**src/rtl/switch_pkg.sv**
```systemverilog
// Shared types and encodings for the DIP-switch debounce controller.
// Consumed by switch_ctrl; the optional interrupt path is enabled with SWITCH_IRQ_EN.
package switch_pkg;

    typedef enum logic [1:0] {
        ST_IDLE   = 2'd0,
        ST_SETTLE = 2'd1,
        ST_COMMIT = 2'd2
    } state_e;

    localparam logic RD_SEL_DATA   = 1'b0;
    localparam logic RD_SEL_STATUS = 1'b1;

    localparam int STAT_PENDING_BIT = 0;
    localparam int STAT_BUSY_BIT    = 1;

    function automatic logic [31:0] status_word(input logic busy, input logic pending);
        logic [31:0] w;
        w                   = '0;
        w[STAT_BUSY_BIT]    = busy;
        w[STAT_PENDING_BIT] = pending;
        return w;
    endfunction

endpackage

```
**src/rtl/switch_sync.sv**
```systemverilog
// Two-flop synchronizer for the raw, asynchronous switch levels.
module switch_sync #(
    parameter int WIDTH = 24
) (
    input  logic             clk,
    input  logic             rst_n,
    input  logic [WIDTH-1:0] d,
    output logic [WIDTH-1:0] q
);

    logic [WIDTH-1:0] meta_q, meta_d;
    logic [WIDTH-1:0] sync_q, sync_d;

    always_comb begin
        meta_d = d;
        sync_d = meta_q;
    end

    always_ff @(posedge clk or negedge rst_n) begin
        if (!rst_n) begin
            meta_q <= '0;
            sync_q <= '0;
        end else begin
            meta_q <= meta_d;
            sync_q <= sync_d;
        end
    end

    assign q = sync_q;

endmodule

```
**src/rtl/switch_ctrl.sv**
```systemverilog
// Debounced DIP-switch register with a CPU read port (data / status) and
// an optional level interrupt on committed changes, enabled by SWITCH_IRQ_EN.
module switch_ctrl
    import switch_pkg::*;
#(
    parameter int SW_WIDTH        = 24,
    parameter int DEBOUNCE_CYCLES = 20000
) (
    input  logic                clk,
    input  logic                rst_n,
    input  logic [SW_WIDTH-1:0] switch,
    input  logic                rd_req,
    input  logic                rd_sel,
    output logic                rd_ack,
    output logic [31:0]         rd_data,
    output logic                irq
);

    localparam int             CNT_W    = $clog2(DEBOUNCE_CYCLES);
    localparam logic [CNT_W-1:0] CNT_LAST = CNT_W'(DEBOUNCE_CYCLES - 1);

    logic [SW_WIDTH-1:0] sync;
    state_e              state_q, state_d;
    logic [CNT_W-1:0]    cnt_q, cnt_d;
    logic [SW_WIDTH-1:0] cand_q, cand_d;
    logic [SW_WIDTH-1:0] stable_q, stable_d;
    logic                rd_ack_q, rd_ack_d;
    logic [31:0]         rd_data_q, rd_data_d;
    logic                busy;
    logic                commit;
    logic                rd_accept;
    logic                pending;

    switch_sync #(.WIDTH(SW_WIDTH)) u_sync (
        .clk   (clk),
        .rst_n (rst_n),
        .d     (switch),
        .q     (sync)
    );

    always_ff @(posedge clk or negedge rst_n) begin
        if (!rst_n) begin
            state_q <= ST_IDLE;
        end else begin
            state_q <= state_d;
        end
    end

    // Returning to the old stable value wins over everything: the change was a glitch.
    always_comb begin
        state_d = state_q;
        cand_d  = cand_q;
        cnt_d   = cnt_q;
        case (state_q)
            ST_IDLE: begin
                if (sync != stable_q) begin
                    state_d = ST_SETTLE;
                    cand_d  = sync;
                    cnt_d   = '0;
                end
            end
            ST_SETTLE: begin
                if (sync == stable_q) begin
                    state_d = ST_IDLE;
                end else if (sync != cand_q) begin
                    cand_d = sync;
                    cnt_d  = '0;
                end else if (cnt_q == CNT_LAST) begin
                    state_d = ST_COMMIT;
                end else begin
                    cnt_d = cnt_q + CNT_W'(1);
                end
            end
            ST_COMMIT: begin
                state_d = ST_IDLE;
            end
            default: begin
                state_d = ST_IDLE;
            end
        endcase
    end

    always_comb begin
        busy   = (state_q != ST_IDLE);
        commit = (state_q == ST_COMMIT);
    end

    always_comb begin
        stable_d  = commit ? cand_q : stable_q;
        rd_accept = rd_req && !rd_ack_q;
        rd_ack_d  = rd_accept;
        rd_data_d = rd_data_q;
        if (rd_accept) begin
            if (rd_sel == RD_SEL_DATA) begin
                rd_data_d                 = '0;
                rd_data_d[SW_WIDTH-1:0]   = stable_q;
            end else begin
                rd_data_d = status_word(busy, pending);
            end
        end
    end

    always_ff @(posedge clk or negedge rst_n) begin
        if (!rst_n) begin
            cnt_q     <= '0;
            cand_q    <= '0;
            stable_q  <= '0;
            rd_ack_q  <= 1'b0;
            rd_data_q <= '0;
        end else begin
            cnt_q     <= cnt_d;
            cand_q    <= cand_d;
            stable_q  <= stable_d;
            rd_ack_q  <= rd_ack_d;
            rd_data_q <= rd_data_d;
        end
    end

`ifdef SWITCH_IRQ_EN
    logic pending_q, pending_d;
    logic irq_q, irq_d;

    // A commit in the same cycle as a clearing data read keeps pending set.
    always_comb begin
        pending_d = commit || (pending_q && !(rd_accept && rd_sel == RD_SEL_DATA));
        irq_d     = pending_q;
    end

    always_ff @(posedge clk or negedge rst_n) begin
        if (!rst_n) begin
            pending_q <= 1'b0;
            irq_q     <= 1'b0;
        end else begin
            pending_q <= pending_d;
            irq_q     <= irq_d;
        end
    end

    assign pending = pending_q;
    assign irq     = irq_q;
`else
    assign pending = 1'b0;
    assign irq     = 1'b0;
`endif

    assign rd_ack  = rd_ack_q;
    assign rd_data = rd_data_q;

endmodule

```
**config.mk**
```make
export PLATFORM = sky130hd
export DESIGN_NAME = switch_ctrl
export DESIGN_NICKNAME = d
export VERILOG_FILES = /design/src/rtl/switch_pkg.sv /design/src/rtl/switch_sync.sv /design/src/rtl/switch_ctrl.sv
export SDC_FILE = /design/constraint.sdc
export NUM_CORES = 1
export LEC_CHECK = 0
export CELL_PAD_IN_SITES_DETAIL_PLACEMENT = 0
export CELL_PAD_IN_SITES_GLOBAL_PLACEMENT = 1
export CORE_MARGIN = 2
export CORE_UTILIZATION = 45
export CTS_CLUSTER_DIAMETER = 50
export DETAILED_ROUTE_END_ITERATION = 12
export GPL_TIMING_DRIVEN = 0
export HOLD_SLACK_MARGIN = 0.08
export PLACE_DENSITY = 0.75
export REMOVE_ABC_BUFFERS = 1
export SETUP_SLACK_MARGIN = 0.4
export SYNTH_ARGS = -nofsm -noshare
export SYNTH_HDL_FRONTEND = slang
export SYNTH_SLANG_ARGS = --single-unit
```
**constraint.sdc**
```tcl
create_clock -name clk -period 3.14 [get_ports clk]
set_clock_uncertainty 0.15 [all_clocks]
set_input_delay 0.471 -clock clk [delete_from_list [all_inputs] [get_ports clk]]
set_output_delay 0.471 -clock clk [all_outputs]
set_load 0.05 [all_outputs]
```
Word level (Yosys, flattened, before mapping)

Cells that the tools add are included.

Register bits after elaboration: 146
Input port bits: 28
Output and inout port bits: 34
Word-level logic and storage cells: 44

Add/sub/neg operators: 1
Eq/ne operators: 12
Mux-type cells: 15
Reductions and logical operators: 8

Operators with widths:

| cell                                                 | number |
|---|---|
| two-way mux 24 bit                                   | 4 |
| two-way mux 15 bit                                   | 4 |
| != test 24 bit                                       | 2 |
| one-hot mux 24 bit (2 select lines)                  | 1 |
| one-hot mux 15 bit (2 select lines)                  | 1 |
| equality test 24 bit                                 | 1 |
| adder 15 x 1 -> 15 bit (second input constant)       | 1 |
| equality test 15 bit (second input constant)         | 1 |
| != test 3 bit (second input constant)                | 3 |
| two-way mux 2 bit                                    | 4 |
| AND reduction 4 bit                                  | 2 |
| != test 2 bit (second input constant)                | 3 |
| one-hot mux 2 bit (2 select lines)                   | 1 |
| nonzero test 2 bit                                   | 2 |
| AND reduction 3 bit                                  | 1 |
| equality test 2 x 1 -> 1 bit (second input constant) | 1 |
| equality test 2 bit (second input constant)          | 1 |
| zero test 2 bit                                      | 1 |
| logical AND 1 bit                                    | 1 |
| zero test 1 bit                                      | 1 |

Longest topological paths before layout

Gate-level depths: netlist of the first run.

Word-level depth: 5
Mapped depth: 8
Gate-level depth less buffers: 7

Cells and area by module

Synthesis of the first run repeated with hierarchy kept, for this count alone.

Cell total of the unflattened synthesis: 446
Area, all modules: 5595.4 µm²

Modules (own cells, without submodules):

| module      | times used | cells an instance | area each (µm²) | sequential area each (µm²) |
|---|---|---|---|---|
| switch_ctrl | 1          | 398               | 4394.2          | 2252.2 |
| switch_sync | 1          | 48                | 1201.2          | 1201.2 |

Worst setup path after synthesis of the first run

No wires, ideal clock.

Path type: register to register
Start: reg u_sync.sync_q[22] (netlist: u_sync.q[22])
End: reg cand_q[3]
Library setup time: 0.125 ns
Arrival: 2.235 ns
Data required time: 2.865 ns
Setup slack: 0.631 ns
Cell stages (with the launch flop): 9
Path buffers: 2
Period minus slack after synthesis: 2.509 ns
Cells stage by stage: dfrtp_1 xor2_1 nor4_1 nand4_2 nor3_2 or2_1 buf_4 buf_6 mux2_2

Cells in the longest elaborated chain, start to end: 3
Elaborated cells between the ends (all ways): 7
Those cells by class: eq/ne: 6; reduce/logical: 1

RTL lines:

| element                                      | RTL line           | source |
|---|---|---|
| start: declaration                           | switch_sync.sv:12  | `logic [WIDTH-1:0] sync_q, sync_d;` |
| start signal: assignment                     | switch_sync.sv:25  | `sync_q <= sync_d;` |
| != test 24 bit, or another cell as far along | switch_ctrl.sv:65  | `end else if (sync != cand_q) begin` |
| != test 2 bit (no source line)               | -                  |  |
| AND reduction 4 bit (no source line) *       | -                  |  |
| end signal: assignment                       | switch_ctrl.sv:112 | `cand_q <= cand_d;` |
| end: declaration                             | switch_ctrl.sv:25  | `logic [SW_WIDTH-1:0] cand_q, cand_d;` |

Mark *: on every way between the ends. The rest lies on a longest branch, timed or not.
A chain may end at the register's enable or synchronous reset.

Final worst setup path of the first run

Start: reg u_sync.sync_q[15] (netlist: u_sync.q[15])
End: reg cnt_q[14]

Cells in the longest elaborated chain, start to end: 4
Elaborated cells between the ends (all ways): 10
Those cells by class: eq/ne: 6; mux: 3; reduce/logical: 1

RTL lines:

| element                             | RTL line           | source |
|---|---|---|
| != test 24 bit                      | switch_ctrl.sv:65  |  |
| two-way mux 15 bit                  | switch_ctrl.sv:65  |  |
| two-way mux 15 bit                  | switch_ctrl.sv:63  | `if (sync == stable_q) begin` |
| one-hot mux 15 bit (2 select lines) | switch_ctrl.sv:54  | `case (state_q)` |
| end signal: assignment              | switch_ctrl.sv:111 | `cnt_q <= cnt_d;` |
| end: declaration                    | switch_ctrl.sv:24  | `logic [CNT_W-1:0] cnt_q, cnt_d;` |

Parallel ways exist; a longest one is shown, timed or not. The select of a mux whose other input is x is not followed.

==> results of run 1 <==
-- synthesized netlist by cell type, types with 2 or more instances --
master | count | area, um2
or4_1 | 3 | 22.5
clkbuf_1 | 11 | 41.3
mux2_2 | 35 | 394
xnor2_1 | 17 | 149
nand3_1 | 8 | 40.0
or3_1 | 4 | 25.0
nand2_1 | 34 | 128
o41ai_1 | 2 | 17.5
buf_4 | 10 | 75.1
nand2b_1 | 26 | 163
nand4_1 | 8 | 50.1
nor3_1 | 4 | 20.0
xor2_1 | 31 | 272
buf_6 | 3 | 33.8
or2_2 | 2 | 12.5
o22ai_1 | 3 | 18.8
nor4_1 | 11 | 68.8
dfrtp_1 | 138 | 3450
nor2_1 | 12 | 45.0
mux2_1 | 13 | 146
o21ai_0 | 35 | 175
a2bb2oi_1 | 4 | 35.0
a31oi_1 | 2 | 12.5
a21oi_1 | 4 | 20.0
inv_1 | 8 | 30.0
-- area by class of cell --
class,count,area (um2)
multi-input combinational,283,2030
sequential,138,3450
clock inverter,6,88.8
timing repair buffer,61,619
inverter,8,30.0
tap,168,210
clock buffer,23,488
fill,1016,5150
-- power groups by stage --
stage | clock [uW] | combinational (uW) | sequential [uW]
global placement | 0 | 187 | 1900
floorplan | 0 | 85.0 | 1900
detailed placement | 0 | 195 | 1900
global route | 2060 | 212 | 1870
CTS | 1990 | 197 | 1870
finish | 1940 | 191 | 1870
-- how the worst min path moves through the flow --
| stage | cells past startpoint | end | startpoint |
|---|---|---|---|
| detailed placement | 0 | u_sync.q[14]$_DFF_PN0_ | u_sync.meta_q[14]$_DFF_PN0_ |
| finish | 0 | u_sync.q[0]$_DFF_PN0_ | u_sync.meta_q[0]$_DFF_PN0_ |
| CTS | 0 | u_sync.q[6]$_DFF_PN0_ | u_sync.meta_q[6]$_DFF_PN0_ |
| floorplan | 0 | cand_q[0]$_DFFE_PN0P_ | rst_n |
| global placement | 0 | u_sync.q[16]$_DFF_PN0_ | u_sync.meta_q[16]$_DFF_PN0_ |
| global route | 0 | u_sync.q[6]$_DFF_PN0_ | u_sync.meta_q[6]$_DFF_PN0_ |
-- metal layers --
layer  part of all wire, %  GRT usage (%)  up-vias
met3                   4.0           5.91       14
met1                    47           22.1     1660
met4                   1.4           6.75        0
met5                     0              0        -
li1                      -              -     1644
met2                    48           27.3       56
-- repair_timing --
| action | 4_1_cts | 5_1_grt |
|---|---|---|
| endpoints found under the setup margin | 26 | 28 |
| setup buffers | 1 | 5 |
| endpoints found under the hold margin | 45 | 0 |
| hold buffers | 1 | 0 |
| pin swaps | 2 | 2 |
| gates cloned | 1 | 0 |
| gates resized for setup | 5 | 1 |
-- sequential cells by signal, summed over array words and instances (netlist names) --
name,count
rd_ack,1
rd_data,24
state_q,2
u_sync.meta_q,24
cnt_q,15
cand_q,24
stable_q,24
u_sync.q,24
-- metrics by stage --
step | instance area, um2 | power, uW | hold slack, ns | TNS, ns | std cells
after floorplan | 5470 | 1980 | 0.0254 | 0 | 428
after global placement | 6200 | 2080 | 0.182 | -549.57 | 648
after detailed placement | 6250 | 2090 | 0.185 | -13.09 | 650
after CTS | 6870 | 4050 | 0.197 | 0 | 682
after global routing | 6920 | 4150 | 0.198 | 0 | 687
final | 6920 | 4000 | 0.194 | 0 | 687
-- cells in the final DEF (no fill, tap or decap), types with 3 or more instances in the layout --
cell type / netlist / layout
or3_1: 4 / 4
a21oi_1: 4 / 4
nor3_1: 4 / 4
o21ai_0: 35 / 35
nand3_1: 8 / 8
or4_1: 3 / 3
xor2_1: 31 / 31
mux2_1: 13 / 13
inv_1: 8 / 8
buf_4: 10 / 6
nand4_1: 8 / 8
clkbuf_8: 0 / 4
mux2_2: 35 / 35
dfrtp_1: 138 / 138
o22ai_1: 3 / 3
xnor2_1: 17 / 17
conb_1: 1 / 9
clkbuf_16: 0 / 17
nand2_1: 34 / 34
nor4_1: 11 / 10
clkdlybuf4s50_1: 0 / 51
nor2_1: 12 / 12
a2bb2oi_1: 4 / 4
nand2b_1: 26 / 25
-- cells by family (layout without fill, tap and decap cells) --
family / Yosys count / count (layout) / share of synthesized area [%]
flops: 138 / 138 / 61.7
simple gates: 120 / 121 / 11.6
compound gates: 55 / 55 / 5.75
mux: 49 / 49 / 9.84
xor+xnor: 48 / 48 / 7.51
buf+inv: 33 / 98 / 3.31
fa+ha+maj: 1 / 1 / 0.224
other cells: 1 / 9 / 0.0670
==> impl_results.md, run 1 <==
- Pin count of the biggest net entering global routing: between 90 and 100
- Yosys warnings: 0
- EDFF count, synth: 0
- Max incr delay on CP: 0.60 ns
- Vert. Die Dim: about 120 um
- Most used flip-flop cell after synthesis: dfrtp_1
- Ports: 62
- Clock power frac: between 40% and 50%
- Syn Area/Cell: 12.6 um2
- Synth unique cells: 42
- Required @ worst endpoint: 3.32 ns
- Fin crit share: between 80% and 90%
- Worst setup SP type: flop
- Final min period: 2.66 ns
- Worst setup startpoint: u_sync.q[15]$_DFF_PN0_
- WL final: roughly 10,000 um
- Initial core utilization: between 40% and 50%
- # setup viols final: 0
- Crit end category: flop
- RSZ-0062 raised after global routing: true
- FP Rows: 40
- Post-Syn Instances: between 400 and 500
- Fraction of power spent switching nets: 21.3%
- Reg2reg setup slack: roughly 0.48 ns
- Worst-Skew Late Latency: 0.41 ns
- Port bufs: between 50 and 60
- P_int: 3150 uW
- CP Buf/Inv Count: 0
- Power Density: about 580 nW/um2
- Reg power frac: between 40 and 50%
- ANT nets after route: 0
- Count of final hold-check violations: 0
- Root Buffer: clkbuf_16
- Maximum vdd ir drop: roughly 0.00044 V
- Worst setup margin: just under 0.5 ns
- Post-DP HPWL: 6670 um
- Antenna diodes: 0
- Core area: roughly 12,000 um2
- Maximum clock rate: approximately 0.38 GHz
- TritonCTS clock tree: yes
- Total gr overflow: 0
- Final GP Congestion: just over 0.8
- Initial DRC Count: 146
- R2R Path Start: u_sync.q[15]$_DFF_PN0_
- Netlist Area Pre-Place: around 5600 um2
- Crit-path max FO: 5
- Post-synthesis sequential area ratio: about three fifths
- Max clock buf depth: 2
- Via count: ~3,400
- RR Endpoint: cnt_q[14]$_DFFE_PN0P_
- Initial antenna violation count: 0
- # nets final: roughly 540
- Transition time of the tightest slew-check pin: around 0.87 ns
- Area delta synth->final: 23.6%
- Final core occ: a little under three fifths
- Die Area: between 10,000 and 15,000 um2
- WP data arrival: approximately 2.8 ns
- Reg2Reg Depth: 6
- Reg clk slew, reported paths: about 0.050 ns
- Share of synthesized flip-flops with an asynchronous set or reset: between 90% and 100%
- CTS sink cnt: approximately 140
- DR DRC count: 0
- GRT Resource Usage Total: about 17%
- P_sw: ~850 uW
- H-Tree Level Count: 4
- First-pass DRT Iterations: 4
- Die width: about 120 um
- Fin. max-slew vios: 0
- Drt via density: slightly below 5
- Num CTS Buffers: 17
- CP endpoint: cnt_q[14]$_DFFE_PN0P_
- Vias in the first global route: between 3,000 and 4,000
- Lkg Pwr: 0.00295 uW
- Worst-path cell chain: xor2_1 -> nor4_1 -> nand4_2 -> or4b_4 -> or4_1 -> o21ai_0
- #FFs+latches synth: between 100 and 150
- First-pass GRT wire length: roughly 17,000 um
- Combinational Power Share: roughly 4.8%
- CP Class: flop to flop
- Outcome: finished clean
- Critical Path Stages: 6
- Pre-CTS setup slack: -0.571 ns
- Slew headroom: 42.0%
- Share of post-route cells with drive strength above 1: about 16%
- Mean routed wirelength per cell: between 15 and 20 um
- Delay-heaviest family, CP: simple AND/OR/NAND/NOR gates
- Slowest-stage cell, CP: or4b_4
- Hold Crit Class: flop to flop
- Max Cap Viol: 0
No activity file was read; power rests on OpenSTA's default activity.
==> inputs of run 2 (changes only) <==
==> constraint.sdc (replaced) <==
create_clock -name clk -period 2.7 [get_ports clk]
set_clock_uncertainty 0.15 [all_clocks]
set_input_delay 0.405 -clock clk [delete_from_list [all_inputs] [get_ports clk]]
set_output_delay 0.405 -clock clk [all_outputs]
set_load 0.05 [all_outputs]
==> impl_results.md, run 2 (synthesis results as in run 1) <==
- Outcome: finished clean
- CP Class: flop to flop
- Maximum vdd ir drop: 0.000508 V (+15%)
- Combinational Power Share: 5.5% (+0.7 points)
- Min-delay src: u_sync.meta_q[0]$_DFF_PN0_
- Hold Crit Class: flop to flop
- Fin. max-slew vios: 0 (unchanged)
- FP Rows: 40 (unchanged)
- Hold Path End: u_sync.q[0]$_DFF_PN0_
- Core area: 12,100 um2 (unchanged)
- Via count: 3,534 (+4.7%)
- WP data arrival: 2.60 ns (-0.24 ns)
- Maximum clock rate: 0.415 GHz (+10%)
- WL final: 11,400 um (+10%)
- Pin count of the biggest net entering global routing: 94 (unchanged)
- Reg2Reg Depth: 6 (unchanged)
- Worst setup margin: 0.289 ns (-0.193 ns)
- Initial antenna violation count: 0 (unchanged)
- Power Density: 636 nW/um2 (+10%)
- Fin crit share: 89.3% (+4.7 points)
- Crit-path max FO: 3 (-2)
- P_int: 3680 uW (+17%)
- Slew headroom: 43.6% (+1.6 points)
- Die Area: 13,300 um2 (unchanged)
- Initial core utilization: 46.4% (unchanged)
- Final GP Congestion: 0.829 (unchanged)
- Drt via density: 4.98 (+1.3%)
- Worst-Skew Late Latency: 0.41 ns (about the same)
- Overall Power: 4690 uW (+17%)
- Most frequent cells in the layout: dfrtp_1 (138), clkdlybuf4s50_1 (51), o21ai_0 (32), nand2_1 (32), xor2_1 (31)
- Pre-CTS setup slack: -1.01 ns (-0.440 ns)
- RR Endpoint: cnt_q[13]$_DFFE_PN0P_
- Share of post-route cells with drive strength above 1: 25.8% (+9.6 points)
- Die width: 116 um (unchanged)
- Count of final hold-check violations: 0 (unchanged)
- Crit end category: flop
- Port bufs: 52 (unchanged)
- Reg2reg setup slack: 0.29 ns (-0.19 ns)
- Worst setup SP type: flop
- Reg power frac: 46.3% (-0.4 points)
- Max clock buf depth: 2 (unchanged)
- Root Buffer: clkbuf_16
- Required @ worst endpoint: 2.89 ns (-0.43 ns)
- Post-DP HPWL: 6670 um (unchanged)
- # setup viols final: 0 (unchanged)
- Hold depth: 0 (unchanged)
- First-pass GRT wire length: 18,800 um (+7.7%)
- Initial DRC Count: 178 (+22%)
- # nets final: 561 (+4.3%)
- Clock power frac: 48.2% (-0.3 points)
- Fraction of power spent switching nets: 21.5% (+0.22 points)
- Max Cap Viol: 0 (unchanged)
- Num CTS Buffers: 17 (unchanged)
- P_sw: 1010 uW (+19%)
- Transition time of the tightest slew-check pin: 0.846 ns (-0.0203 ns)
- Reg clk slew, reported paths: 0.06 ns (about the same)
- Ports: 62 (unchanged)
- Antenna diodes: 0 (unchanged)
- R2R Path Start: u_sync.q[13]$_DFF_PN0_
- H-Tree Level Count: 4 (unchanged)
- Lkg Pwr: 0.00320 uW (+8.4%)
- TritonCTS clock tree: yes
- Final Hold Slack: 0.195 ns (+0.000638 ns)
- First-pass DRT Iterations: 4 (unchanged)
- GRT Resource Usage Total: 18.7% (+1.3 points)
- ANT nets after route: 0 (unchanged)
- CTS sink cnt: 138 (unchanged)
- Area delta synth->final: 31.7%
- DR DRC count: 0 (unchanged)
- Total gr overflow: 0 (unchanged)
- Vert. Die Dim: 116 um (unchanged)
- RSZ-0062 raised after global routing: true
- Mean routed wirelength per cell: 16.1 um (+6.5%)
- Commonest non-fill, non-tap cell in the layout: dfrtp_1
- Final min period: 2.41 ns (-0.247 ns)
- Vias in the first global route: 3,677 (+5.1%)
[run 2: changes by cell type in the layout (fill, tap and decap cells not counted), moves of 7 or more]
cell / before / now
buf_4: 6 / 21
nor4_2: 2 / 9
mux2_4: 0 / 21
nor4_1: 10 / 2
mux2_1: 13 / 3
mux2_2: 35 / 24
[run 2: power by group through the flow]
stage               clock network [uW]  registers [uW]  logic [uW]
floorplan                            0            2210        98.9
global placement                     0            2210         218
detailed placement                   0            2210         227
CTS                               2310            2170         261
global route                      2400            2180         281
finish                            2260            2170         256
[run 2: worst max-delay path, stage by stage, from the launching register on]
cell and delay (ns):
dfrtp_1 0.41, xor2_1 0.19, nor4_2 0.32, nand4_2 0.20, or4b_4 0.58, or4_1 0.40, o21ai_1 0.08
[run 2: through the flow]
stage / setup TNS [ns] / instance area (um2) / utilization [%] / instances
floorplan: -2.64 / 5470 / - / 428
global placement: -622.46 / 6200 / 51.4 / 648
detailed placement: -23.85 / 6250 / 51.8 / 650
CTS: 0 / 7200 / 59.7 / 703
global route: 0 / 7370 / 61.1 / 710
finish: 0 / 7370 / 61.1 / 710
[run 2: routing by layer]
metal	global-route usage (%)	share of wire, %
met1	24.9	47
met2	28.7	48
met3	5.70	4.0
met4	7.23	1.4
met5	0	0
[run 2: timing repair]
action | 4_1_cts | 5_1_grt
gates resized for setup | 44 | 23
cloned | 4 | 0
buffers inserted | 19 | 7
pin swaps | 21 | 15
hold buffers | 1 | 0
endpoints found under the hold margin | 45 | 0
endpoints found under the setup margin | 37 | 49
[run 2: area by class of cell]
type                            count  area [um2]
Fill cell                         959        4690
Sequential cell                   138        3450
Multi-Input combinational cell    286        2300
Timing Repair Buffer               81         801
Clock buffer                       23         488
Tap cell                          168         210
Clock inverter                      6        88.8
Inverter                            8        30.0
[run 2: worst max-delay path by stage]
stage | start | end | slack [ns] | cells past startpoint
final | u_sync.q[13]$_DFF_PN0_ | cnt_q[13]$_DFFE_PN0P_ | 0.29 | 6
after floorplan | u_sync.q[22]$_DFF_PN0_ | cand_q[0]$_DFFE_PN0P_ | -0.12 | 6
after global routing | u_sync.q[17]$_DFF_PN0_ | cand_q[6]$_DFFE_PN0P_ | 0.16 | 8
after CTS | cand_q[5]$_DFFE_PN0P_ | cand_q[5]$_DFFE_PN0P_ | 0.31 | 7
after global placement | rst_n | u_sync.meta_q[22]$_DFF_PN0_ | -4.25 | 1
after detailed placement | u_sync.q[22]$_DFF_PN0_ | cand_q[17]$_DFFE_PN0P_ | -1.01 | 6
